File: config.mk
export PLATFORM = sky130hd
export DESIGN_NAME = consumer_fsm_flat
export DESIGN_NICKNAME = d
export VERILOG_FILES = /design/src/rtl/consumer_fsm_pkg.sv /design/src/rtl/consumer_fsm_if.sv /design/src/rtl/consumer_fsm_lane_fifo.sv /design/src/rtl/consumer_fsm.sv /design/src/flat_wrapper.sv
export SDC_FILE = /design/constraint.sdc
export NUM_CORES = 1
export LEC_CHECK = 0
export ABC_CLOCK_PERIOD_IN_PS = 3300
export CAP_MARGIN = 15
export CORE_UTILIZATION = 55
export DETAILED_ROUTE_END_ITERATION = 16
export DONT_BUFFER_PORTS = 1
export PLACE_DENSITY = 0.73
export SYNTH_ARGS = -nofsm -noshare
export SYNTH_HDL_FRONTEND = slang
export SYNTH_SLANG_ARGS = --single-unit
export TNS_END_PERCENT = 20
File: constraint.sdc
create_clock -name clk -period 3.3 [get_ports clk]
set_clock_uncertainty 0.2 [all_clocks]
set_input_delay 0.99 -clock clk [delete_from_list [all_inputs] [get_ports clk]]
set_output_delay 0.99 -clock clk [all_outputs]
set_load 0.02 [all_outputs]
File: src/rtl/consumer_fsm_pkg.sv
// Shared types and defaults for the dual-lane consumer: merge state,
// parameter defaults and the FIFO pointer-width helper.
package consumer_pkg;

  localparam int DATA_W_DEF     = 32;
  localparam int FIFO_DEPTH_DEF = 4;
  localparam int SKID_DEF       = 2;
  localparam int ERR_W_DEF      = 16;

  typedef enum logic {
    EXPECT_L1 = 1'b0,
    EXPECT_L2 = 1'b1
  } merge_state_t;

  // Width of a pointer addressing 'depth' entries (at least one bit).
  function automatic int ptr_width(input int depth);
    int w;
    w = 1;
    while ((1 << w) < depth) w++;
    return w;
  endfunction

endpackage

File: src/rtl/consumer_fsm_if.sv
// Producer-facing lane inputs with stall feedback, plus the merged
// valid/ready output stream of the consumer.
interface consumer_fsm_if #(
  parameter int DATA_W = consumer_pkg::DATA_W_DEF
);
  logic [1:0]        in_valid;
  logic [DATA_W-1:0] pipeline1_outputs;
  logic [DATA_W-1:0] pipeline2_outputs;
  logic              stall_1;
  logic              stall_2;
  logic              out_valid;
  logic [DATA_W-1:0] out_data;
  logic              out_ready;

  modport master (
    output in_valid, pipeline1_outputs, pipeline2_outputs, out_ready,
    input  stall_1, stall_2, out_valid, out_data
  );

  modport slave (
    input  in_valid, pipeline1_outputs, pipeline2_outputs, out_ready,
    output stall_1, stall_2, out_valid, out_data
  );
endinterface

File: src/rtl/consumer_fsm_lane_fifo.sv
// Per-lane synchronous FIFO with occupancy count; push into a full FIFO is
// only accepted when a pop frees the head slot in the same cycle.
module lane_fifo
  import consumer_pkg::*;
#(
  parameter  int DATA_W = DATA_W_DEF,
  parameter  int DEPTH  = FIFO_DEPTH_DEF,
  localparam int PTR_W  = ptr_width(DEPTH),
  localparam int CNT_W  = PTR_W + 1
) (
  input  logic              clk,
  input  logic              reset,
  input  logic              clear,
  input  logic              push,
  input  logic              pop,
  input  logic [DATA_W-1:0] push_data,
  output logic [DATA_W-1:0] head_data,
  output logic [CNT_W-1:0]  count,
  output logic              full,
  output logic              empty
);

  logic [DATA_W-1:0] mem [DEPTH];
  logic [PTR_W-1:0]  wr_ptr_reg;
  logic [PTR_W-1:0]  rd_ptr_reg;
  logic [CNT_W-1:0]  count_reg;
  logic [CNT_W-1:0]  count_next;
  logic              push_ok;
  logic              pop_ok;

  assign full    = (count_reg == CNT_W'(DEPTH));
  assign empty   = (count_reg == '0);
  assign push_ok = push & (~full | pop);
  assign pop_ok  = pop & ~empty;

  always_comb begin
    count_next = count_reg;
    unique case ({push_ok, pop_ok})
      2'b10:   count_next = count_reg + CNT_W'(1);
      2'b01:   count_next = count_reg - CNT_W'(1);
      default: count_next = count_reg;
    endcase
  end

  // Pointers wrap naturally because DEPTH is a power of two.
  always_ff @(posedge clk or posedge reset) begin
    if (reset) begin
      wr_ptr_reg <= '0;
      rd_ptr_reg <= '0;
      count_reg  <= '0;
    end else if (clear) begin
      wr_ptr_reg <= '0;
      rd_ptr_reg <= '0;
      count_reg  <= '0;
    end else begin
      if (push_ok) wr_ptr_reg <= wr_ptr_reg + PTR_W'(1);
      if (pop_ok)  rd_ptr_reg <= rd_ptr_reg + PTR_W'(1);
      count_reg <= count_next;
    end
  end

  always_ff @(posedge clk) begin
    if (push_ok && !clear) mem[wr_ptr_reg] <= push_data;
  end

  // Head is read combinationally so the merge sees a word the cycle after it lands.
  assign head_data = mem[rd_ptr_reg];
  assign count     = count_reg;

endmodule

File: src/rtl/consumer_fsm.sv
// Dual-lane sink: buffers each lane, merges them in even/odd order onto a
// valid/ready stream, and checks the merged sequence against a running count.
module consumer_fsm
  import consumer_pkg::*;
#(
  parameter int DATA_W     = DATA_W_DEF,
  parameter int FIFO_DEPTH = FIFO_DEPTH_DEF,
  parameter int SKID       = SKID_DEF,
  parameter int ERR_W      = ERR_W_DEF
) (
  input  logic             clk,
  input  logic             reset,
  input  logic             clear,
  consumer_fsm_if.slave    bus,
  output logic [ERR_W-1:0] err_count,
  output logic             mismatch,
  output logic             overflow
);

  localparam int CNT_W    = ptr_width(FIFO_DEPTH) + 1;
  localparam int STALL_AT = FIFO_DEPTH - SKID;

  merge_state_t      state_reg;
  logic [DATA_W-1:0] exp_reg;
  logic [ERR_W-1:0]  err_count_reg;
  logic              mismatch_reg;
  logic              overflow_reg;

  logic [DATA_W-1:0] lane_data  [2];
  logic [DATA_W-1:0] lane_head  [2];
  logic [CNT_W-1:0]  lane_count [2];
  logic [1:0]        lane_full;
  logic [1:0]        lane_empty;
  logic [1:0]        lane_push;
  logic [1:0]        lane_pop;
  logic [1:0]        lane_drop;
  logic [1:0]        lane_stall;

  logic              sel;
  logic              out_valid;
  logic [DATA_W-1:0] out_data;
  logic              xfer;

  assign lane_data[0] = bus.pipeline1_outputs;
  assign lane_data[1] = bus.pipeline2_outputs;

  assign sel       = (state_reg == EXPECT_L2);
  assign out_valid = ~lane_empty[sel];
  assign out_data  = out_valid ? lane_head[sel] : '0;
  assign xfer      = out_valid & bus.out_ready & ~clear;

  for (genvar gi = 0; gi < 2; gi++) begin : g_lane
    assign lane_pop[gi]   = xfer & (sel == (gi == 1));
    assign lane_push[gi]  = bus.in_valid[gi] & ~clear;
    assign lane_drop[gi]  = bus.in_valid[gi] & lane_full[gi] & ~lane_pop[gi] & ~clear;
    assign lane_stall[gi] = (lane_count[gi] >= CNT_W'(STALL_AT));

    lane_fifo #(
      .DATA_W (DATA_W),
      .DEPTH  (FIFO_DEPTH)
    ) u_fifo (
      .clk       (clk),
      .reset     (reset),
      .clear     (clear),
      .push      (lane_push[gi]),
      .pop       (lane_pop[gi]),
      .push_data (lane_data[gi]),
      .head_data (lane_head[gi]),
      .count     (lane_count[gi]),
      .full      (lane_full[gi]),
      .empty     (lane_empty[gi])
    );
  end

  always_ff @(posedge clk or posedge reset) begin
    if (reset) begin
      state_reg     <= EXPECT_L1;
      exp_reg       <= '0;
      err_count_reg <= '0;
      mismatch_reg  <= 1'b0;
      overflow_reg  <= 1'b0;
    end else begin
      if (|lane_drop) overflow_reg <= 1'b1;
      if (clear) begin
        state_reg <= EXPECT_L1;
        exp_reg   <= '0;
      end else if (xfer) begin
        state_reg <= (state_reg == EXPECT_L1) ? EXPECT_L2 : EXPECT_L1;
        exp_reg   <= exp_reg + DATA_W'(1);
        if (out_data != exp_reg) begin
          mismatch_reg <= 1'b1;
          if (err_count_reg != '1) err_count_reg <= err_count_reg + ERR_W'(1);
        end
      end
    end
  end

  assign bus.stall_1   = lane_stall[0];
  assign bus.stall_2   = lane_stall[1];
  assign bus.out_valid = out_valid;
  assign bus.out_data  = out_data;
  assign err_count     = err_count_reg;
  assign mismatch      = mismatch_reg;
  assign overflow      = overflow_reg;

endmodule

File: src/flat_wrapper.sv
// flat-port wrapper written by rule: the top's interface ports become plain ports
module consumer_fsm_flat import consumer_pkg::*;
#(
  parameter int DATA_W     = DATA_W_DEF,
  parameter int FIFO_DEPTH = FIFO_DEPTH_DEF,
  parameter int SKID       = SKID_DEF,
  parameter int ERR_W      = ERR_W_DEF
)
  (clk, reset, clear, err_count, mismatch, overflow, bus_in_valid, bus_pipeline1_outputs, bus_pipeline2_outputs, bus_out_ready, bus_stall_1, bus_stall_2, bus_out_valid, bus_out_data);
  consumer_fsm_if #(.DATA_W(DATA_W)) bus_i ();
  input  logic clk;
  input  logic reset;
  input  logic clear;
  output logic [ERR_W-1:0] err_count;
  output logic mismatch;
  output logic overflow;
  input wire logic [$bits(bus_i.in_valid)-1:0] bus_in_valid;
  input wire logic [$bits(bus_i.pipeline1_outputs)-1:0] bus_pipeline1_outputs;
  input wire logic [$bits(bus_i.pipeline2_outputs)-1:0] bus_pipeline2_outputs;
  input wire logic [$bits(bus_i.out_ready)-1:0] bus_out_ready;
  output wire logic [$bits(bus_i.stall_1)-1:0] bus_stall_1;
  output wire logic [$bits(bus_i.stall_2)-1:0] bus_stall_2;
  output wire logic [$bits(bus_i.out_valid)-1:0] bus_out_valid;
  output wire logic [$bits(bus_i.out_data)-1:0] bus_out_data;
  assign bus_i.in_valid = bus_in_valid;
  assign bus_i.pipeline1_outputs = bus_pipeline1_outputs;
  assign bus_i.pipeline2_outputs = bus_pipeline2_outputs;
  assign bus_i.out_ready = bus_out_ready;
  assign bus_stall_1 = bus_i.stall_1;
  assign bus_stall_2 = bus_i.stall_2;
  assign bus_out_valid = bus_i.out_valid;
  assign bus_out_data = bus_i.out_data;
  consumer_fsm #(.DATA_W(DATA_W), .FIFO_DEPTH(FIFO_DEPTH), .SKID(SKID), .ERR_W(ERR_W)) u_core (.clk(clk), .reset(reset), .clear(clear), .bus(bus_i), .err_count(err_count), .mismatch(mismatch), .overflow(overflow));
endmodule
==> Flow_metrics.wiki <==
{| class="wikitable"
! Metric !! Value
|-
| Count of nets after finishing || 1031
|-
| Final HPWL from detailed placement || 19700 um
|-
| Most frequent cell after synthesis || edfxtp_1
|-
| Category of the most critical setup path || reg2out
|-
| Ratio of routed vias to standard cells || 5.99
|-
| Buffer type at the clock tree root || clkbuf_16
|-
| Worst path buffer plus inverter count || 4
|-
| Via count of the first global-routing pass || 7729
|-
| Maximum number of pins on one net before global-route repair || 60
|-
| Average detailed-routed wire length per instance || 23.5 um
|-
| # H-tree levels || 2
|-
| Netlist Area Pre-Place || 0.0136 sq mm
|-
| Leakage power || 5.78 nW
|-
| Overall via count from detail_route || 7779
|-
| First-pass GRT wire length || 45900 um
|-
| Number of input and output port buffers inserted || 0
|-
| Max FO, Critical Path || 6
|-
| Worst-path cell chain || buf_12 > buf_16 > mux4_2 > a32oi_2 > buf_4 > inv_4
|-
| Nets in the synthesized netlist || 941
|-
| Number of clock buffers inserted by TritonCTS || 34
|-
| Number of inserted diodes || 0
|-
| RSZ-0062 raised after global routing || true
|-
| Largest cells by area after synthesis || edfxtp_1 56%, dfrtp_1 12%, mux4_2 7.9%, xnor2_1 2.4%, xor2_1 2.4%
|-
| Count of endpoints failing setup in the final report || 43
|-
| Number of enable-type register cells in the synthesized netlist || 256
|-
| Cell type with the highest aggregate area in the netlist || edfxtp_1
|-
| Share of the core filled with cells || 0.673
|-
| Largest stage delay on the critical path || 0.55 ns
|-
| Gate Count Post-Synth || 859
|-
| Synth Register Bits || 321
|-
| Worst Hold Class || in2async
|-
| CTS tree || done
|-
| Headroom to the max-slew limit || 0.532
|-
| First-pass iteration count of the detailed router || 5
|-
| Area growth from synthesis to layout || 20.2%
|-
| Filler Cell Count || 1596
|-
| Core area || 0.0243 sq mm
|-
| Count of distinct cell types in the synthesized netlist || 51
|-
| Global Route Usage Sum || 0.241
|-
| Dominant synthesized flop cell || edfxtp_1
|-
| Synthesized area divided by synthesized cell count || 15.9 sq um
|-
| Ratio of final minimum period to clock period || 1.05
|-
| Die X || 159 um
|-
| Proportion of synthesized flip-flops having asynchronous set or reset || 0.202
|-
| Failing checks || setup timing
|-
| Fin crit period || 3.45 ns
|-
| Power per cell area || 626 mW/mm^2
|-
| Largest voltage drop on the vdd net || 0.570 mV
|-
| Portion of synthesized cell area occupied by the leading cell type || 0.564
|-
| Leading post-synthesis cells by instance count || 256 x edfxtp_1, 65 x dfrtp_1, 65 x nor2_1
|-
| Clock-pin slew of the registers on the worst-case setup and hold paths || 0.06 ns
|-
| Sinks on Clock Net || 321
|-
| Yosys warning count || 0
|-
| Die Footprint || 0.0254 sq mm
|-
| Initial standard-cell utilization of the core || 0.560
|-
| Number of flip-flops in the largest register || 256
|-
| Total Routed Length || 30500 um
|-
| Ports placed on the boundary || 123
|-
| Kind of capture point of the worst setup path || primary output
|-
| CP startpoint kind || flop
|-
| Max_cap viols || 0
|-
| Total DRC errors in the routed layout || 0
|-
| Remaining global-route overflow || 0
|-
| Run status || finished with violations
|-
| Maximum clock path buffer count || 3
|-
| Height of the die || 159 um
|-
| Final RePlAce weighted congestion || 0.915
|-
| Count of final max-slew check failures || 0
|-
| Antenna-violating nets left || 0
|-
| Antenna violations before repair || 0
|-
| Required time at the worst-slack endpoint || 2.11 ns
|-
| First DRT Iteration DRCs || 728
|-
| Slew of the pin with the lowest slew margin || 0.696 ns
|-
| Slowest cell on the critical path || mux4_2
|-
| Rows || 57
|-
| Arrival time of the worst setup path || 2.26 ns
|-
| Sequential element share of the synthesized area || 0.683
|-
| Fraction of layout cells with a size suffix above 1 || 0.305
|-
| Max Freq || 0.290 GHz
|-
| Post-Place Setup Slack || 0.00595 ns
|-
| Clock latency at the later pin of the worst-skew pair || 0.51 ns
|-
| Crit-path leading delay family || multiplexers
|-
| Final hold vios || 0
|-
| Final Worst Setup Slack || -0.150 ns
|}
[path summary, 6_finish.rpt]
kind | from | to | slack (ns) | depth (start not counted)
hold / removal | reset | u_core.g_lane[0].u_fifo.count[0] | 0.25 | 1
max in group asynchronous | reset | u_core.exp_reg[30] | 2.00 | 2
setup reg to reg | u_core.g_lane[1].u_fifo.rd_ptr_reg[0] | u_core.err_count[1] | -0.11 | 14
min in group clk | clear | u_core.g_lane[0].u_fifo.count[1] | 0.35 | 1
setup / recovery | u_core.g_lane[1].u_fifo.rd_ptr_reg[0] | bus_out_data[16] | -0.15 | 6
hold reg to reg | u_core.exp_reg[27] | u_core.exp_reg[27] | 0.38 | 2
[worst reg2reg max path: stages (launching register included)]
cell	delay, ns
dfrtp_2	0.44
buf_12	0.14
clkbuf_16	0.15
mux4_2	0.50
a32oi_2	0.25
buf_4	0.16
xnor2_1	0.08
nor4_1	0.31
nand4_1	0.16
buf_6	0.17
nor4_4	0.12
buf_4	0.18
buf_12	0.13
nor2_4	0.05
mux2_4	0.29
[placed cells by master, fill, tap and decap left out, types with 10 or more instances in the layout]
cell type | synthesis | final
o21ai_0 | 14 | 14
a21oi_1 | 17 | 14
a32oi_2 | 0 | 13
and2_1 | 12 | 10
nor2_1 | 65 | 59
mux2i_1 | 19 | 18
mux2_2 | 14 | 12
buf_4 | 2 | 62
inv_4 | 0 | 13
nand4_1 | 16 | 16
xor2_1 | 37 | 37
buf_12 | 0 | 19
xnor2_1 | 38 | 32
ha_1 | 10 | 10
nand2_1 | 34 | 30
clkbuf_16 | 0 | 37
inv_1 | 27 | 11
dfrtp_1 | 65 | 63
or3_1 | 14 | 13
edfxtp_1 | 256 | 256
nand3_1 | 22 | 22
mux4_2 | 48 | 48
[repair_timing]
action                     in CTS  in global routing
pin swaps                      20                 11
setup buffers                  14                  2
cloned                          2                  2
resized for setup              81                 27
hold buffers                    0                  0
setup endpoints to repair      33                 49
[metal layers]
metal / vias to the layer above / share of wire / routed length (um) / global-route usage
met4: 0 / 0.025 / 756 / 0.0791
met1: 3945 / 0.39 / 11900 / 0.316
met3: 61 / 0.072 / 2200 / 0.0544
met5: - / 0 / 0 / 0
met2: 311 / 0.51 / 15600 / 0.402
li1: 3462 / - / - / -
[power by group]
| group | internal [mW] | switching (mW) |
|---|---|---|
| combinational | 0.841 | 1.05 |
| sequential | 4.54 | 0.128 |
| clock | 2.19 | 1.50 |
| total | 7.57 | 2.68 |
[per-stage QoR]
stage	power (mW)	TNS [ns]	hold slack (ns)	instance area, sq um	cells
after CTS	10.2	-2.00	0.249	16200	1295
final	10.3	-2.42	0.246	16400	1298
after global placement	6.29	0	0.351	14600	1218
after floorplan	5.73	-7.15	0.319	13600	859
after global routing	10.6	-7.56	0.273	16400	1298
after detailed placement	6.32	0	0.362	14600	1218
[cell type report]
cell class                 instances  area (sq um)  share of cell area
sequential                       321          9320               0.569
clock buffer                      42           902              0.0551
multi-input combinational        469          4360               0.266
inverter                          28           138             0.00840
tap                              324           405              0.0248
timing repair buffer              95          1070              0.0652
clock inverter                    19           188              0.0115
[logic make-up after synthesis]
group | after synthesis | share of synthesized area
adder cells (fa/ha/maj) | 12 | 0.0121
AO/OA/AOI/OAI | 76 | 0.0384
XOR/XNOR | 75 | 0.0482
buffers and inverters | 69 | 0.0259
multiplexers | 83 | 0.107
AND/OR/NAND/NOR | 223 | 0.0851
flip-flops | 321 | 0.683
(Power assumes the default switching activity.)
